<file path="src/rtl/cache_trace_if.sv">
// Cache read-port bundle between the trace driver (master) and a cache model (slave).
interface cache_trace_if #(
   parameter int unsigned ADDR_WIDTH = 11,
   parameter int unsigned DATA_WIDTH = 32
);
   logic                  read;
   logic [ADDR_WIDTH-1:0] addr;
   logic                  hit;
   logic [DATA_WIDTH-1:0] read_data;

   modport master (output read, output addr, input hit, input read_data);
   modport slave  (input read, input addr, output hit, output read_data);
endinterface

</file>
<file path="src/rtl/cache_trace_driver.sv">
// Replays a loadable address trace on a cache read port and accumulates hit/miss statistics.
// Optional data signature output enabled by defining CACHE_TRACE_SIG_EN.
module cache_trace_driver #(
   parameter int unsigned ADDR_WIDTH    = 11,
   parameter int unsigned DATA_WIDTH    = 32,
   parameter int unsigned TRACE_DEPTH   = 16,
   parameter int unsigned IDX_WIDTH     = 4,
   parameter int unsigned CNT_WIDTH     = 16,
   parameter int unsigned SETTLE_CYCLES = 1
) (
   input  logic                  clk,
   input  logic                  rst,
   input  logic                  load_en,
   input  logic [IDX_WIDTH-1:0]  load_idx,
   input  logic [ADDR_WIDTH-1:0] load_addr,
   input  logic [IDX_WIDTH:0]    trace_len,
   input  logic                  start,
   cache_trace_if.master         bus,
   output logic                  busy,
   output logic                  done,
   output logic [CNT_WIDTH-1:0]  access_cnt,
   output logic [CNT_WIDTH-1:0]  hit_cnt,
   output logic [CNT_WIDTH-1:0]  miss_cnt
`ifdef CACHE_TRACE_SIG_EN
   ,
   output logic [DATA_WIDTH-1:0] data_sig
`endif
);
   localparam int unsigned LEN_W  = IDX_WIDTH + 1;
   localparam int unsigned WAIT_W = (SETTLE_CYCLES > 1) ? $clog2(SETTLE_CYCLES) : 1;
   localparam logic [LEN_W-1:0]     DEPTH_L = LEN_W'(TRACE_DEPTH);
   localparam logic [CNT_WIDTH-1:0] CNT_MAX = '1;

   typedef enum logic [2:0] {IDLE, ISSUE, WAIT, SAMPLE, DONE} state_t;

   state_t                state;
   logic [LEN_W-1:0]      len;
   logic [IDX_WIDTH-1:0]  idx;
   logic [WAIT_W-1:0]     wcnt;
   logic [ADDR_WIDTH-1:0] trace_mem [TRACE_DEPTH];

   logic                  idle_c, load_ok_c, start_ok_c, last_c;
   logic [LEN_W-1:0]      len_c;
   logic [IDX_WIDTH-1:0]  next_idx_c;
   logic [ADDR_WIDTH-1:0] first_addr_c;

   function automatic logic [CNT_WIDTH-1:0] sat_inc(input logic [CNT_WIDTH-1:0] v);
      return (v == CNT_MAX) ? v : v + CNT_WIDTH'(1);
   endfunction

   assign idle_c     = (state == IDLE) || (state == DONE);
   assign load_ok_c  = load_en && idle_c;
   assign start_ok_c = start && idle_c;
   assign len_c      = (trace_len > DEPTH_L) ? DEPTH_L : trace_len;
   assign last_c     = ({1'b0, idx} == (len - LEN_W'(1)));
   assign next_idx_c = idx + IDX_WIDTH'(1);
   // A load in the start cycle must be visible to the first issued entry.
   assign first_addr_c = (load_ok_c && (load_idx == '0)) ? load_addr : trace_mem[0];

   // Trace storage is intentionally not reset.
   always_ff @(posedge clk) begin
      if (load_ok_c) trace_mem[load_idx] <= load_addr;
   end

`ifndef CACHE_TRACE_SIG_EN
   logic unused_read_data;
   assign unused_read_data = ^bus.read_data;
`endif

   always_ff @(posedge clk or negedge rst) begin
      if (!rst) begin
         state      <= IDLE;
         len        <= '0;
         idx        <= '0;
         wcnt       <= '0;
         bus.read   <= 1'b0;
         bus.addr   <= '0;
         busy       <= 1'b0;
         done       <= 1'b0;
         access_cnt <= '0;
         hit_cnt    <= '0;
         miss_cnt   <= '0;
`ifdef CACHE_TRACE_SIG_EN
         data_sig   <= '0;
`endif
      end else begin
         case (state)
            IDLE, DONE: begin
               if (start_ok_c) begin
                  len        <= len_c;
                  idx        <= '0;
                  access_cnt <= '0;
                  hit_cnt    <= '0;
                  miss_cnt   <= '0;
`ifdef CACHE_TRACE_SIG_EN
                  data_sig   <= '0;
`endif
                  if (len_c == '0) begin
                     state <= DONE;
                     done  <= 1'b1;
                  end else begin
                     state    <= ISSUE;
                     busy     <= 1'b1;
                     done     <= 1'b0;
                     bus.read <= 1'b1;
                     bus.addr <= first_addr_c;
                  end
               end
            end
            ISSUE: begin
               bus.read <= 1'b0;
               wcnt     <= WAIT_W'(SETTLE_CYCLES - 1);
               state    <= WAIT;
            end
            WAIT: begin
               if (wcnt == '0) state <= SAMPLE;
               else            wcnt  <= wcnt - WAIT_W'(1);
            end
            SAMPLE: begin
               access_cnt <= sat_inc(access_cnt);
               if (bus.hit) hit_cnt  <= sat_inc(hit_cnt);
               else         miss_cnt <= sat_inc(miss_cnt);
`ifdef CACHE_TRACE_SIG_EN
               data_sig <= {data_sig[DATA_WIDTH-2:0], data_sig[DATA_WIDTH-1]} ^ bus.read_data;
`endif
               if (last_c) begin
                  state <= DONE;
                  busy  <= 1'b0;
                  done  <= 1'b1;
               end else begin
                  idx      <= next_idx_c;
                  bus.addr <= trace_mem[next_idx_c];
                  bus.read <= 1'b1;
                  state    <= ISSUE;
               end
            end
            default: state <= IDLE;
         endcase
      end
   end
endmodule

</file>
<file path="src/flat_wrapper.sv">
// flat-port wrapper written by rule: the top's interface ports become plain ports
module cache_trace_driver_flat 
#(
   parameter int unsigned ADDR_WIDTH    = 11,
   parameter int unsigned DATA_WIDTH    = 32,
   parameter int unsigned TRACE_DEPTH   = 16,
   parameter int unsigned IDX_WIDTH     = 4,
   parameter int unsigned CNT_WIDTH     = 16,
   parameter int unsigned SETTLE_CYCLES = 1
)
  (clk, rst, load_en, load_idx, load_addr, trace_len, start, busy, done, access_cnt, hit_cnt, miss_cnt, bus_read, bus_addr, bus_hit, bus_read_data);
  cache_trace_if #(.ADDR_WIDTH(ADDR_WIDTH), .DATA_WIDTH(DATA_WIDTH)) bus_i ();
  input  logic clk;
  input  logic rst;
  input  logic load_en;
  input  logic [IDX_WIDTH-1:0] load_idx;
  input  logic [ADDR_WIDTH-1:0] load_addr;
  input  logic [IDX_WIDTH:0] trace_len;
  input  logic start;
  output logic busy;
  output logic done;
  output logic [CNT_WIDTH-1:0] access_cnt;
  output logic [CNT_WIDTH-1:0] hit_cnt;
  output logic [CNT_WIDTH-1:0] miss_cnt;
  output wire logic [$bits(bus_i.read)-1:0] bus_read;
  output wire logic [$bits(bus_i.addr)-1:0] bus_addr;
  input wire logic [$bits(bus_i.hit)-1:0] bus_hit;
  input wire logic [$bits(bus_i.read_data)-1:0] bus_read_data;
  assign bus_read = bus_i.read;
  assign bus_addr = bus_i.addr;
  assign bus_i.hit = bus_hit;
  assign bus_i.read_data = bus_read_data;
  cache_trace_driver #(.ADDR_WIDTH(ADDR_WIDTH), .DATA_WIDTH(DATA_WIDTH), .TRACE_DEPTH(TRACE_DEPTH), .IDX_WIDTH(IDX_WIDTH), .CNT_WIDTH(CNT_WIDTH), .SETTLE_CYCLES(SETTLE_CYCLES)) u_core (.clk(clk), .rst(rst), .load_en(load_en), .load_idx(load_idx), .load_addr(load_addr), .trace_len(trace_len), .start(start), .bus(bus_i), .busy(busy), .done(done), .access_cnt(access_cnt), .hit_cnt(hit_cnt), .miss_cnt(miss_cnt));
endmodule
</file>
<file path="config.mk">
export PLATFORM = sky130hd
export DESIGN_NAME = cache_trace_driver_flat
export DESIGN_NICKNAME = d
export VERILOG_FILES = /design/src/rtl/cache_trace_if.sv /design/src/rtl/cache_trace_driver.sv /design/src/flat_wrapper.sv
export SDC_FILE = /design/constraint.sdc
export NUM_CORES = 1
export LEC_CHECK = 0
export ABC_AREA = 1
export CORE_MARGIN = 3
export CORE_UTILIZATION = 52
export CTS_BUF_LIST = sky130_fd_sc_hd__clkbuf_4
export CTS_CLUSTER_SIZE = 40
export DETAILED_ROUTE_END_ITERATION = 12
export PLACE_DENSITY = 0.77
export SLEW_MARGIN = 20
export SYNTH_ARGS = -nofsm -noshare
export SYNTH_HDL_FRONTEND = slang
export SYNTH_SLANG_ARGS = --single-unit
</file>
<file path="constraint.sdc">
create_clock -name clk -period 1.7 [get_ports clk]
set_clock_uncertainty 0.05 [all_clocks]
set_input_delay 0.255 -clock clk [delete_from_list [all_inputs] [get_ports clk]]
set_output_delay 0.255 -clock clk [all_outputs]
set_load 0.005 [all_outputs]
</file>
## Word-level counts from Yosys, hierarchy flattened

Memory sizes are Yosys's and may differ from the RTL's.
Cells that the tools add are included.

- Input bits: 57
- Memories: 1
- RAM bits: 176
- Logic and storage cells: 95
- Flip-flop bits (word level): 75
- Output and inout bits: 62

Memory list:

| name | words | width | read ports | clocked after Yosys merged registers in | write ports | line | text |
|---|---|---|---|---|---|---|---|
| u_core.trace_mem | 16 | 11 | 2 | 0 | 1 | cache_trace_driver.sv:40 | `logic [ADDR_WIDTH-1:0] trace_mem [TRACE_DEPTH];` |

- Add/sub/neg operators: 6
- Order comparisons: 1
- Reductions and logical operators: 21
- Mux-type cells: 37
- Eq/ne operators: 18

Operator list:

| operator | number |
|---|---|
| $mux W16 | 6 |
| $pmux W16 S2 | 3 |
| $add A16 B1 Y16 const B | 3 |
| $eq A16 B16 Y1 const B | 3 |
| $mux W11 | 4 |
| $pmux W11 S2 | 1 |
| $reduce_and A4 Y1 | 5 |
| $ne A2 B2 Y1 const B | 8 |
| $mux W3 | 4 |
| $pmux W3 S4 | 1 |
| $mux W1 | 10 |
| $reduce_and A3 Y1 | 3 |
| $mux W4 | 2 |
| $pmux W4 S2 | 1 |
| $eq A3 B2 Y1 const B | 2 |
| $pmux W1 S2 | 3 |
| $eq A4 B5 Y1 | 1 |
| $gt A5 B5 Y1 const B | 1 |
| $logic_not A5 Y1 | 1 |
| $mux W5 | 1 |
| $sub A5 B1 Y5 const B | 1 |
| $add A4 B1 Y4 const B | 1 |
| $logic_not A4 Y1 | 1 |
| $ne A2 B1 Y1 const B | 2 |
| other kinds (11) | 15 |

## Longest topological paths before layout

- Depth in word-level cells: 8
- Gate-level depth with buffers: 13
- Gate-level depth less buffers: 13

## Worst setup path after synthesis

Ideal clock, no wire load.

- Kind: flip-flop to flip-flop
- From: register u_core.state[1]
- To: memory u_core.trace_mem[10][0] (enable)
- Slack: -74 ps
- Setup time: 378 ps
- Data required time: 1272 ps
- Buffers on the path: 0
- Clock period less this slack: 1774 ps
- Stages on the path, launching flop included: 6
- Arrival time: 1346 ps
- Cell sequence: dfrtp_1 > nor2_4 > nand2_1 > inv_1 > nand3_1 > nor2_1

- Word-level cells in the longest chain between the ends: 5
- Elaborated cells on any way between the ends: 6
- Those cells by class: eq/ne (1); mux (2); reduce/logical (3)

RTL lines:

| item | line | text |
|---|---|---|
| from (decl) | cache_trace_driver.sv:36 | `state_t state;` |
| from (signal assigned) | cache_trace_driver.sv:72 | `state <= IDLE;` |
| from (signal assigned) | cache_trace_driver.sv:99 | `state <= DONE;` |
| from (signal assigned) | cache_trace_driver.sv:102 | `state <= ISSUE;` |
| $eq A3 B3 Y1 or $logic_not A3 Y1 (tied branches) | cache_trace_driver.sv:51 | `assign idle_c = (state == IDLE) \|\| (state == DONE);` |
| $logic_or A1 B1 Y1 * | cache_trace_driver.sv:51 |  |
| $logic_and A1 B1 Y1 * | cache_trace_driver.sv:52 | `assign load_ok_c = load_en && idle_c;` |
| $mux W1 * | cache_trace_driver.sv:62 | `if (load_ok_c) trace_mem[load_idx] <= load_addr;` |
| $mux W1 (not written as such) * | cache_trace_driver.sv:62 |  |
| to (decl) | cache_trace_driver.sv:40 |  |

Every way passes the cells marked *; elsewhere a longest branch is shown, timed or not.

## Worst setup path after layout

- From: register u_core.state[1]
- To: register u_core.bus.addr[4]

- Word-level cells in the longest chain between the ends: 8
- Elaborated cells on any way between the ends: 17
- Those cells by class: eq/ne (5); mux (4); reduce/logical (8)

RTL lines:

| item | line | text |
|---|---|---|
| $eq A3 B3 Y1 or $logic_not A3 Y1 (tied branches) | cache_trace_driver.sv:51, cache_trace_driver.sv:87 |  |
| $logic_or A1 B1 Y1 | cache_trace_driver.sv:51 |  |
| $logic_and A1 B1 Y1 | cache_trace_driver.sv:52 |  |
| $logic_and A1 B1 Y1 | cache_trace_driver.sv:58 | `assign first_addr_c = (load_ok_c && (load_idx == '0)) ? load_addr : trace_mem[0];` |
| $mux W11 | cache_trace_driver.sv:58 |  |
| $mux W11 | cache_trace_driver.sv:98 | `if (len_c == '0) begin` |
| $mux W11 | cache_trace_driver.sv:89 | `if (start_ok_c) begin` |
| $pmux W11 S2 | cache_trace_driver.sv:87 | `case (state)` |
| to (signal assigned) | cache_trace_driver.sv:106 | `bus.addr <= first_addr_c;` |
| to (signal assigned) | cache_trace_driver.sv:132 | `bus.addr <= trace_mem[next_idx_c];` |
| to (decl) | cache_trace_if.sv:11 | `modport master (output read, output addr, input hit, input read_data);` |

Several ways; a longest one is shown, not always the timed one. The select of a mux whose other input is x is not followed.
A chain may end at the register's enable or synchronous reset.

==> results.toml <==
[finish]
regArea_um2 = 7154
multiInputGateArea_um2 = 4598
syn_to_final_growth_pct = 36.18
final.fill_count = 1435
nNetsFinal = 1701
utilization_pct = 73.55
drive_gt1_share_pct = 29.02

[critical_path]
crit_type = "reg2reg"
r2r-start = "u_core.state[1]$_DFFE_PN0N_"
regToRegEndpoint = "u_core.bus.addr[4]$_DFFE_PN0P_"
crit_path_max_fanout = 7
setup.worst_path.end = "u_core.bus.addr[4]$_DFFE_PN0P_"
cp.required_ns = 2.21
r2r_slack_ns = -0.16
startpoint = "u_core.state[1]$_DFFE_PN0N_"
crit_path_end_kind = "register"
critPathLaunchType = "register"
cp.arrival_ns = 2.37
r2r.worst_path.cells = 10

[grt]
grt_max_degree = 46
grt_pass1_wl_mm = 54.36
grt_overflow_total = 0
grt_pass1_vias = 10650
track_usage_pct = 27.88
antenna_found_initial = 1

[route]
drt_wl_total_mm = 37.64
drcViolationCount = 0
via_per_inst = 5.664
first_iter_violations = 1312
drt_first_pass_iters = 7
antenna_left = 0
vias = 11140
wl_per_cell_um = 19.15

[timing]
hold_viol_final = 0
setup_tns_ns = -2.757
drv_slew = 0
slew-limit-headroom_pct = 73.89
setup_ws_ns = -0.1558
final-setup-viol-count = 49
hold_ws_ns = 0.08242
clock.fmax_ghz = 0.5389
post-route-period-util_pct = 109.2
min_period_ns = 1.856
tightest_slew_ns = 0.3909
grt_setup_unrepaired = "yes"

[synthesis]
synth_edf_count = 176
syn_nets = 1395
synth.most_common_cell = "nand2_1"
syn_inst = 1333
yosysTopAreaCellShare_pct = 44.02
synth_area_um2 = 12010
synth.avg_cell_area_um2 = 9.006
ys_warn_count = 0
ys_types = 37
synth.largest_area_cell = "edfxtp_1"
synth-seq-area-share_pct = 59.45
synthArstFlopShare_pct = 29.60
ys_ff_latch = 250
ys_top_cells_by_area = "edfxtp_1, dfrtp_1, nand2_1"
synth_common_cells = "nand2_1, edfxtp_1, nand3_1"
synthFlopType = "edfxtp_1"

[die]
ioPinCount = 119
core_um2 = 22230
dieArea_um2 = 24950
die_w_um = 157.9
die_height_um = 157.9
rows = 54
initial_core_util_pct = 54.01

[run]
maxCapViolations = 0

[clock_network]
cts_buffers = 67
cts_buffer_depth = 3
cts-htree-levels = 3
clk_pin_slew_ns = 0.07
cts.sinks = 250
cts_tree = "built"
insertion_delay_ns = 0.69
cts_root_buf = "clkbuf_4"

[placed_design]
dp_hpwl_mm = 20.38
port_buffers = 86
dp_slack_ns = -0.2303
routabilityCongestion = 0.9124

[outcome]
outcome = "complete, but fails checks"
violations = "negative setup slack"

[power_and_ir_drop]
p_leak_uw = 0.007285
p_comb_share_pct = 50.2
switching_power_uw = 10950
switching_share_pct = 41.19
intPower_uw = 15630
finalPower_uw = 26580
powerDensity_nw_per_um2 = 1626
clockPowerShare_pct = 21.7
vdd_drop_max_uv = 933.4
p_seq_share_pct = 28.1

[min_path]
worstHoldPathType = "in2async"
## worst min-delay path by stage
| stage | end | slack (ns) | cells past startpoint |
|---|---|---|---|
| 5_1_grt | u_core.hit_cnt[11]$_DFFE_PN0P_ | 0.08 | 3 |
| 3_5_place_dp | u_core.hit_cnt[5]$_DFFE_PN0P_ | 0.15 | 1 |
| 4_1_cts | u_core.hit_cnt[11]$_DFFE_PN0P_ | 0.06 | 3 |
| 2_1_floorplan | u_core.access_cnt[0]$_DFFE_PN0P_ | -0.09 | 0 |
| 3_3_place_gp | u_core.hit_cnt[5]$_DFFE_PN0P_ | 0.15 | 1 |
| 6_report | u_core.access_cnt[9]$_DFFE_PN0P_ | 0.08 | 3 |
## per-layer routing
metal,vias to the layer above,global-route usage (%),routed length (um)
met5,-,0,0
met1,5232,35.42,13750
met4,0,12.21,1813
met3,144,5.385,3624
li1,5022,-,-
met2,738,46.86,18450
## flip-flops by register name (all words and copies together) (netlist names), 3 cells and up
signal	count
u_core.trace_mem	176
u_core.access_cnt	16
u_core.miss_cnt	16
u_core.bus.addr	11
u_core.hit_cnt	16
u_core.len	5
u_core.idx	4
u_core.state	3
## power by group through the flow
stage	Combinational (uW)	Clock, uW	Sequential [uW]
2_1_floorplan	5930	0	7560
3_3_place_gp	9380	0	7600
3_5_place_dp	9640	0	7620
4_1_cts	11500	5780	7420
5_1_grt	14200	6180	7500
6_report	13300	5770	7460
## cells by family (layout without fill, tap and decap cells)
| kind of cell | Yosys count | after routing | share of synthesized area [%] |
|---|---|---|---|
| AOI/OAI and AO/OA | 99 | 99 | 4.263 |
| xor gates and xnor gates | 25 | 25 | 1.886 |
| adders and majority gates | 5 | 5 | 0.5211 |
| buffers and inverters | 202 | 553 | 7.087 |
| DFF | 250 | 250 | 59.45 |
| other | 0 | 1 | 0 |
| and+or+nand+nor | 752 | 753 | 26.80 |
## layout make-up
cell class / instances / share of cell area [%]
tap: 280 / 2.143
clock inverter: 11 / 0.8266
inverter: 148 / 3.674
clock buffer: 104 / 4.776
sequential: 250 / 43.76
antenna: 1 / 0.01531
multi-input combinational: 882 / 28.13
timing repair buffer: 290 / 16.68
## placed cells by master, fill, tap and decap left out, types with 13 or more instances in the layout
cell type / count
clkdlybuf4s50_1: 23
o21ai_0: 38
nor2_2: 20
nand2_2: 25
buf_12: 13
nand3_1: 136
buf_6: 34
buf_4: 149
dlygate4sd2_1: 32
nor2_1: 112
dfrtp_1: 60
clkbuf_4: 105
dfrtp_2: 14
xor2_1: 22
edfxtp_1: 176
nand4_1: 16
o21ai_1: 33
nand3_2: 22
clkdlybuf4s15_1: 14
nand2_1: 372
o21ai_2: 13
inv_1: 133
## stage by stage
step | instance area, um2 | std cells
after global routing | 16350 | 1966
after global placement | 13940 | 1761
after CTS | 15710 | 1945
after detailed placement | 13940 | 1761
after floorplan | 12010 | 1333
final | 16350 | 1966
## worst max-delay path, stage by stage, from the launching register on
cell     delay, ns
dfrtp_1       0.39
buf_4         0.13
nand2_1       0.08
nor2_2        0.16
inv_2         0.13
nand2_4       0.08
inv_1         0.06
nor2_4        0.20
buf_4         0.25
nand3_2       0.09
o21ai_1       0.12
## repair_timing
item / CTS / global route
pin swaps: 12 / 37
resized for setup: 194 / 155
buffers inserted: 66 / 17
endpoints found under the hold margin: 74 / 0
hold buffers: 2 / 0
cloned: 7 / 4
endpoints found under the setup margin: 167 / 158
No activity file was read; power rests on OpenSTA's default activity.
